===== config.mk =====
export PLATFORM = sky130hd
export DESIGN_NAME = while_loop_sched
export DESIGN_NICKNAME = d
export VERILOG_FILES = /design/src/rtl/while_loop_sched.sv
export SDC_FILE = /design/constraint.sdc
export NUM_CORES = 1
export LEC_CHECK = 0
export CORE_AREA = 10 10 171 93
export DETAILED_ROUTE_END_ITERATION = 16
export DIE_AREA = 0 0 181 103
export DONT_BUFFER_PORTS = 1
export HOLD_SLACK_MARGIN = 0.05
export SLEW_MARGIN = 10
export SYNTH_ARGS = -nofsm -noshare
export SYNTH_HDL_FRONTEND = slang
export SYNTH_SLANG_ARGS = --single-unit

===== constraint.sdc =====
create_clock -name CLK -period 4.07 [get_ports CLK]
set_input_delay 0.814 -clock CLK [delete_from_list [all_inputs] [get_ports CLK]]
set_output_delay 0.814 -clock CLK [all_outputs]
set_load 0.01 [all_outputs]

===== src/rtl/while_loop_sched.sv =====
// -----------------------------------------------------------------------------
// while_loop_sched
//
// Multi-cycle sequencer for the bounded while-loop datapath
//     XOUT = temp*A - B,  temp starting at 1 and incremented COUNT times.
// One loop iteration is executed per clock, followed by a single
// multiply/subtract cycle. The request side and the result side are both
// valid/ready handshakes; requests never overlap.
//
// Ports
//   CLK        clock, all state changes on the rising edge
//   RST        asynchronous, active-high reset
//   IN_VALID   request present on A/B/COUNT
//   IN_READY   block can accept a request (high only in IDLE)
//   A          multiplicand, unsigned, NBITS wide
//   B          subtrahend, unsigned, NBITS wide
//   COUNT      number of loop iterations, unsigned, CNTBITS wide, 0 allowed
//   OUT_VALID  XOUT holds a completed result
//   OUT_READY  sink accepts the result
//   XOUT       result modulo 2^NBITS
//   BUSY       high whenever the sequencer is not IDLE
//   NDONE      count of results handed off, wraps at 2^NBITS
// -----------------------------------------------------------------------------
module while_loop_sched #(
  parameter int NBITS   = 8,
  parameter int CNTBITS = 4
) (
  input  logic               CLK,
  input  logic               RST,
  input  logic               IN_VALID,
  output logic               IN_READY,
  input  logic [NBITS-1:0]   A,
  input  logic [NBITS-1:0]   B,
  input  logic [CNTBITS-1:0] COUNT,
  output logic               OUT_VALID,
  input  logic               OUT_READY,
  output logic [NBITS-1:0]   XOUT,
  output logic               BUSY,
  output logic [NBITS-1:0]   NDONE
);

  typedef enum logic [1:0] {
    IDLE = 2'd0,
    LOOP = 2'd1,
    MULT = 2'd2,
    DONE = 2'd3
  } state_t;

  localparam logic [NBITS-1:0]   ONE_N   = NBITS'(1);
  localparam logic [CNTBITS-1:0] ONE_C   = CNTBITS'(1);
  localparam logic [CNTBITS-1:0] ZERO_C  = '0;
  localparam logic [NBITS-1:0]   ZERO_N  = '0;
  localparam logic [NBITS-1:0]   PAD_N   = '0;

  state_t               state_r;
  state_t               state_next;
  logic [NBITS-1:0]     a_r;
  logic [NBITS-1:0]     a_next;
  logic [NBITS-1:0]     b_r;
  logic [NBITS-1:0]     b_next;
  logic [NBITS-1:0]     temp_r;
  logic [NBITS-1:0]     temp_next;
  logic [CNTBITS-1:0]   rem_r;
  logic [CNTBITS-1:0]   rem_next;
  logic [NBITS-1:0]     xout_r;
  logic [NBITS-1:0]     xout_next;
  logic [NBITS-1:0]     ndone_r;
  logic [NBITS-1:0]     ndone_next;
  logic                 in_ready_r;
  logic                 out_valid_r;
  logic                 busy_r;
  logic [2*NBITS-1:0]   product;

  // Full-width product; only the low NBITS bits feed the subtract.
  assign product = {PAD_N, temp_r} * {PAD_N, a_r};

  // Next-state and datapath-next logic; every register holds by default.
  always_comb begin
    state_next = state_r;
    a_next     = a_r;
    b_next     = b_r;
    temp_next  = temp_r;
    rem_next   = rem_r;
    xout_next  = xout_r;
    ndone_next = ndone_r;
    case (state_r)
      IDLE: begin
        if (IN_VALID) begin
          a_next    = A;
          b_next    = B;
          rem_next  = COUNT;
          temp_next = ONE_N;
          if (COUNT != ZERO_C) begin
            state_next = LOOP;
          end else begin
            state_next = MULT;
          end
        end else begin
          state_next = IDLE;
        end
      end
      LOOP: begin
        temp_next = temp_r + ONE_N;
        rem_next  = rem_r - ONE_C;
        // rem never reaches 0 inside LOOP; <= guards an unreachable wrap.
        if (rem_r <= ONE_C) begin
          state_next = MULT;
        end else begin
          state_next = LOOP;
        end
      end
      MULT: begin
        xout_next  = product[NBITS-1:0] - b_r;
        state_next = DONE;
      end
      DONE: begin
        if (OUT_READY) begin
          ndone_next = ndone_r + ONE_N;
          state_next = IDLE;
        end else begin
          state_next = DONE;
        end
      end
      default: begin
        state_next = IDLE;
      end
    endcase
  end

  // State register.
  always_ff @(posedge CLK or posedge RST) begin
    if (RST) begin
      state_r <= IDLE;
    end else begin
      state_r <= state_next;
    end
  end

  // Operand, loop and result registers.
  always_ff @(posedge CLK or posedge RST) begin
    if (RST) begin
      a_r     <= ZERO_N;
      b_r     <= ZERO_N;
      temp_r  <= ONE_N;
      rem_r   <= ZERO_C;
      xout_r  <= ZERO_N;
      ndone_r <= ZERO_N;
    end else begin
      a_r     <= a_next;
      b_r     <= b_next;
      temp_r  <= temp_next;
      rem_r   <= rem_next;
      xout_r  <= xout_next;
      ndone_r <= ndone_next;
    end
  end

  // Handshake/status flags registered from the next state so they track
  // the state register exactly without any combinational input path.
  always_ff @(posedge CLK or posedge RST) begin
    if (RST) begin
      in_ready_r  <= 1'b1;
      out_valid_r <= 1'b0;
      busy_r      <= 1'b0;
    end else begin
      in_ready_r  <= (state_next == IDLE);
      out_valid_r <= (state_next == DONE);
      busy_r      <= (state_next != IDLE);
    end
  end

  assign IN_READY  = in_ready_r;
  assign OUT_VALID = out_valid_r;
  assign BUSY      = busy_r;
  assign XOUT      = xout_r;
  assign NDONE     = ndone_r;

endmodule


==> impl_metrics.csv <==
group,metric,value,unit
placement,gp_congestion,0.821,
timing,finalMaxSlewViolations,0,
synth,synth_nets,400,
worst_setup_path,critPathMaxStageDelay,0.55,ns
synth,synth.distinct_cells,41,
cts,cts_buffers,5,
synth,synthAdderAreaFrac,0.211,
cells_and_area,fillers,1334,
routing,drc_errors,0,
synth,ys_ff_latch,49,
routing,met3WireLength,463,µm
floorplanning,row_count,30,
timing,hold_viol,0,
routing,top_layer,"met4",
cts,cts.htree.levels,2,
global_routing,grt_max_degree,50,
cts,hold_buffers,0,
timing,fin_crit,3.89,ns
status,outcome,"finished, final reports clean",
cells_and_area,fin_util,0.276,
synth,yosysSeqAreaShare,0.385,
timing,setup_viol,0,
timing,max_freq,257,MHz
routing,drt_first_pass_iters,4,
worst_setup_path,cp_slowest_cell,"fa_1",
power_and_ir_drop,p_leak,1.67,nW
floorplanning,die_area,18600,µm²
worst_setup_path,critPathLaunchType,"register",
cts,cts_tree,"done",
cts,cts_buffer_depth,2,
power_and_ir_drop,ir_drop,0.333,mV
worst_hold_path,hold_path.class,"reg -> reg",
synth,ys.flop_type,"dfrtp_1",
power_and_ir_drop,power.density,905,nW/µm²
cts,cts_sinks,49,
cells_and_area,num_antenna_cells,0,
routing,vias,2225,
placement,placed_area,3410,µm²
global_routing,grt_pass1_vias,2332,
floorplanning,ios,43,
synth,yosysWarnings,0,
cts,cts-root-buf,"clkbuf_16",
synth,synth_edf_count,0,
global_routing,grt_pass1_wl,12600,µm
placement,dp_hpwl,5830,µm
timing,rsz0062_at_grt,"no",
routing,wirelength,7600,µm
routing,routed-wl-met2,3340,µm
cells_and_area,drive_gt1_frac,0.138,
cts,clock_latency,0.30,ns
routing,wl_met1,3690,µm
placement,port_buffers,0,
synth,synthSimpleGateAreaFrac,0.164,
cells_and_area,area_growth,13.2,%
synth,synth-xor-area-share,0.0866,
worst_setup_path,cp.arrival,4.10,ns
floorplanning,die_y,103,µm
floorplanning,die_x,181,µm
cts,path_clk_slew,0.07,ns
synth,muxShareOfSynthArea,0.0141,
cells_and_area,final_cell_area,3620,µm²
synth,synth_compound_area_frac,0.0807,
cells_and_area,final_nets,406,
timing,tightest_slew,1.07,ns
global_routing,antenna_found_initial,0,
power_and_ir_drop,finalPower,0.00327,W
routing,drtAntennaViolNets,0,
timing,fin_crit_sh,0.955,
routing,vias_per_cell,4.31,
worst_setup_path,critPathKind,"reg -> reg",
synth,synthesis.area,3190,µm²
timing,clock_skew,0.00923,ns
worst_setup_path,endpoint_kind,"register",
routing,post_drt_wl_per_cell,14.7,µm
worst_setup_path,crit_chain,"nand2_1 -> fa_1 -> inv_1 -> ha_1 -> inv_1 -> fa_1 -> fa_1 -> inv_1 -> ha_1 -> a21oi_2 -> o21bai_2 -> a21oi_4 -> xnor3_1 -> o21ai_1",
timing,relSlewSlack,0.289,
routing,drt-initial-drc-count,150,
job,max_cap_viol_count,0,
worst_setup_path,crit_required,4.28,ns
worst_setup_path,crit_buf_inv,3,
synth,synth-async-reset-ratio,1.00,
global_routing,grt_overflow_total,0,
floorplanning,start_util,0.244,
synth,synth_top_family_by_area,"adder cells",
worst_setup_path,cp_top_family,"adder cells",
synth,syn_inst,333,
floorplanning,core_area,13100,µm²
global_routing,grt.total_usage,0.0849,
worst_setup_path,path_max_fanout,7,
synth,syn-mean-instance-area,9.59,µm²
==> cell usage in the layout, fill, tap and decap left out, types with 2 or more instances in the layout <==
cell type  Yosys  routed
a21o_1         2       2
and2_2         3       3
clkbuf_16      0       5
dfrtp_1       47      40
and3_1         2       2
fa_1          18      17
o21ai_0       19      19
nand2b_1       3       3
a21oi_1        7       6
nand2_1       74      74
and2_1        10      10
nor2_1         9       8
buf_4          1      10
nand3_1        8       8
dfrtp_2        0       7
inv_2          1       3
nand4_1        2       2
o31ai_1        2       2
mux2_2         4       4
inv_1         37      35
ha_1          25      25
dfstp_2        2       2
o21ai_1        5       5
nand2_2        3       3
xor2_1         9       9
xnor2_1       15      15
==> worst reg2reg max path, cell delays in order (launching register included) <==
cell and delay (ns):
dfrtp_2 0.44, nand2_1 0.10, fa_1 0.54, inv_1 0.04, ha_1 0.28, inv_1 0.07, fa_1 0.43, fa_1 0.55
inv_1 0.04, ha_1 0.34, a21oi_2 0.21, o21bai_2 0.10, a21oi_4 0.14, xnor3_1 0.39, o21ai_1 0.13
==> power breakdown <==
group | internal, W | switching [W] | leakage (nW)
logic | 0.000898 | 0.00102 | 0.985
registers | 0.000689 | 0.000227 | 0.606
clock network | 0.000245 | 0.000197 | 0.0768
total | 0.00183 | 0.00144 | 1.67
==> logic make-up after synthesis <==
logic type | Yosys count
xor+xnor | 27
buf+inv | 49
mux | 4
fa+ha+maj | 43
compound gates | 43
simple gates | 118
flops | 49
==> worst paths after layout <==
kind,to,depth (start not counted),from,slack [ns]
setup / recovery,XOUT[7],14,a_r[2],0.18
hold / removal,a_r[7],2,a_r[7],0.50
setup reg to reg,XOUT[7],14,a_r[2],0.18
hold reg to reg,a_r[7],2,a_r[7],0.50
max in group asynchronous,temp_r[2],1,RST,2.67
min in group asynchronous,b_r[4],1,RST,0.66
==> cell type report <==
| class | instances | area (µm²) | area share |
|---|---|---|---|
| clock buffers | 6 | 139 | 0.0384 |
| clock inverters | 2 | 13.8 | 0.00381 |
| inverters | 38 | 143 | 0.0394 |
| multi-input cells | 235 | 1790 | 0.494 |
| flip-flops and latches | 49 | 1240 | 0.342 |
| well taps | 176 | 220 | 0.0609 |
| repair buffers | 10 | 75.1 | 0.0208 |
==> synth_stat cells (all sizes together), types with 9 or more instances <==
cell / number / area share
ha: 25 / 0.098
dfrtp: 47 / 0.37
and2: 13 / 0.027
fa: 18 / 0.11
nand2: 77 / 0.093
o21ai: 24 / 0.038
xor2: 9 / 0.025
xnor2: 17 / 0.055
nor2: 9 / 0.011
inv: 38 / 0.045
==> flip-flops by register name (all words and copies together), names as in the netlist <==
register,flops
NDONE,8
b_r,8
OUT_VALID,1
temp_r,8
BUSY,1
a_r,8
XOUT,8
rem_r,4
state_r,2
IN_READY,1
==> metrics by stage <==
stage	setup TNS (ns)	hold WS, ns	worst slack [ns]	instances
5_1_grt	0	0.535	0.00354	516
6_report	0	0.505	0.183	516
3_3_place_gp	0	0.467	0.0750	503
3_5_place_dp	-0.0617	0.489	-0.0617	503
4_1_cts	0	0.508	0.0368	511
2_1_floorplan	0	0.446	0.102	333
==> routing by layer <==
layer  vias to the layer above  GRT usage
li1                       1073          -
met1                      1090      0.113
met2                        54      0.130
met3                         8     0.0221
met4                         0     0.0298
met5                         -          0
==> repair_timing <==
action | CTS | global route
buffers inserted | 0 | 5
pin swaps | 0 | 4
endpoints found under the setup margin | 1 | 1
resized for setup | 2 | 9
No activity file was read; power rests on OpenSTA's default activity.
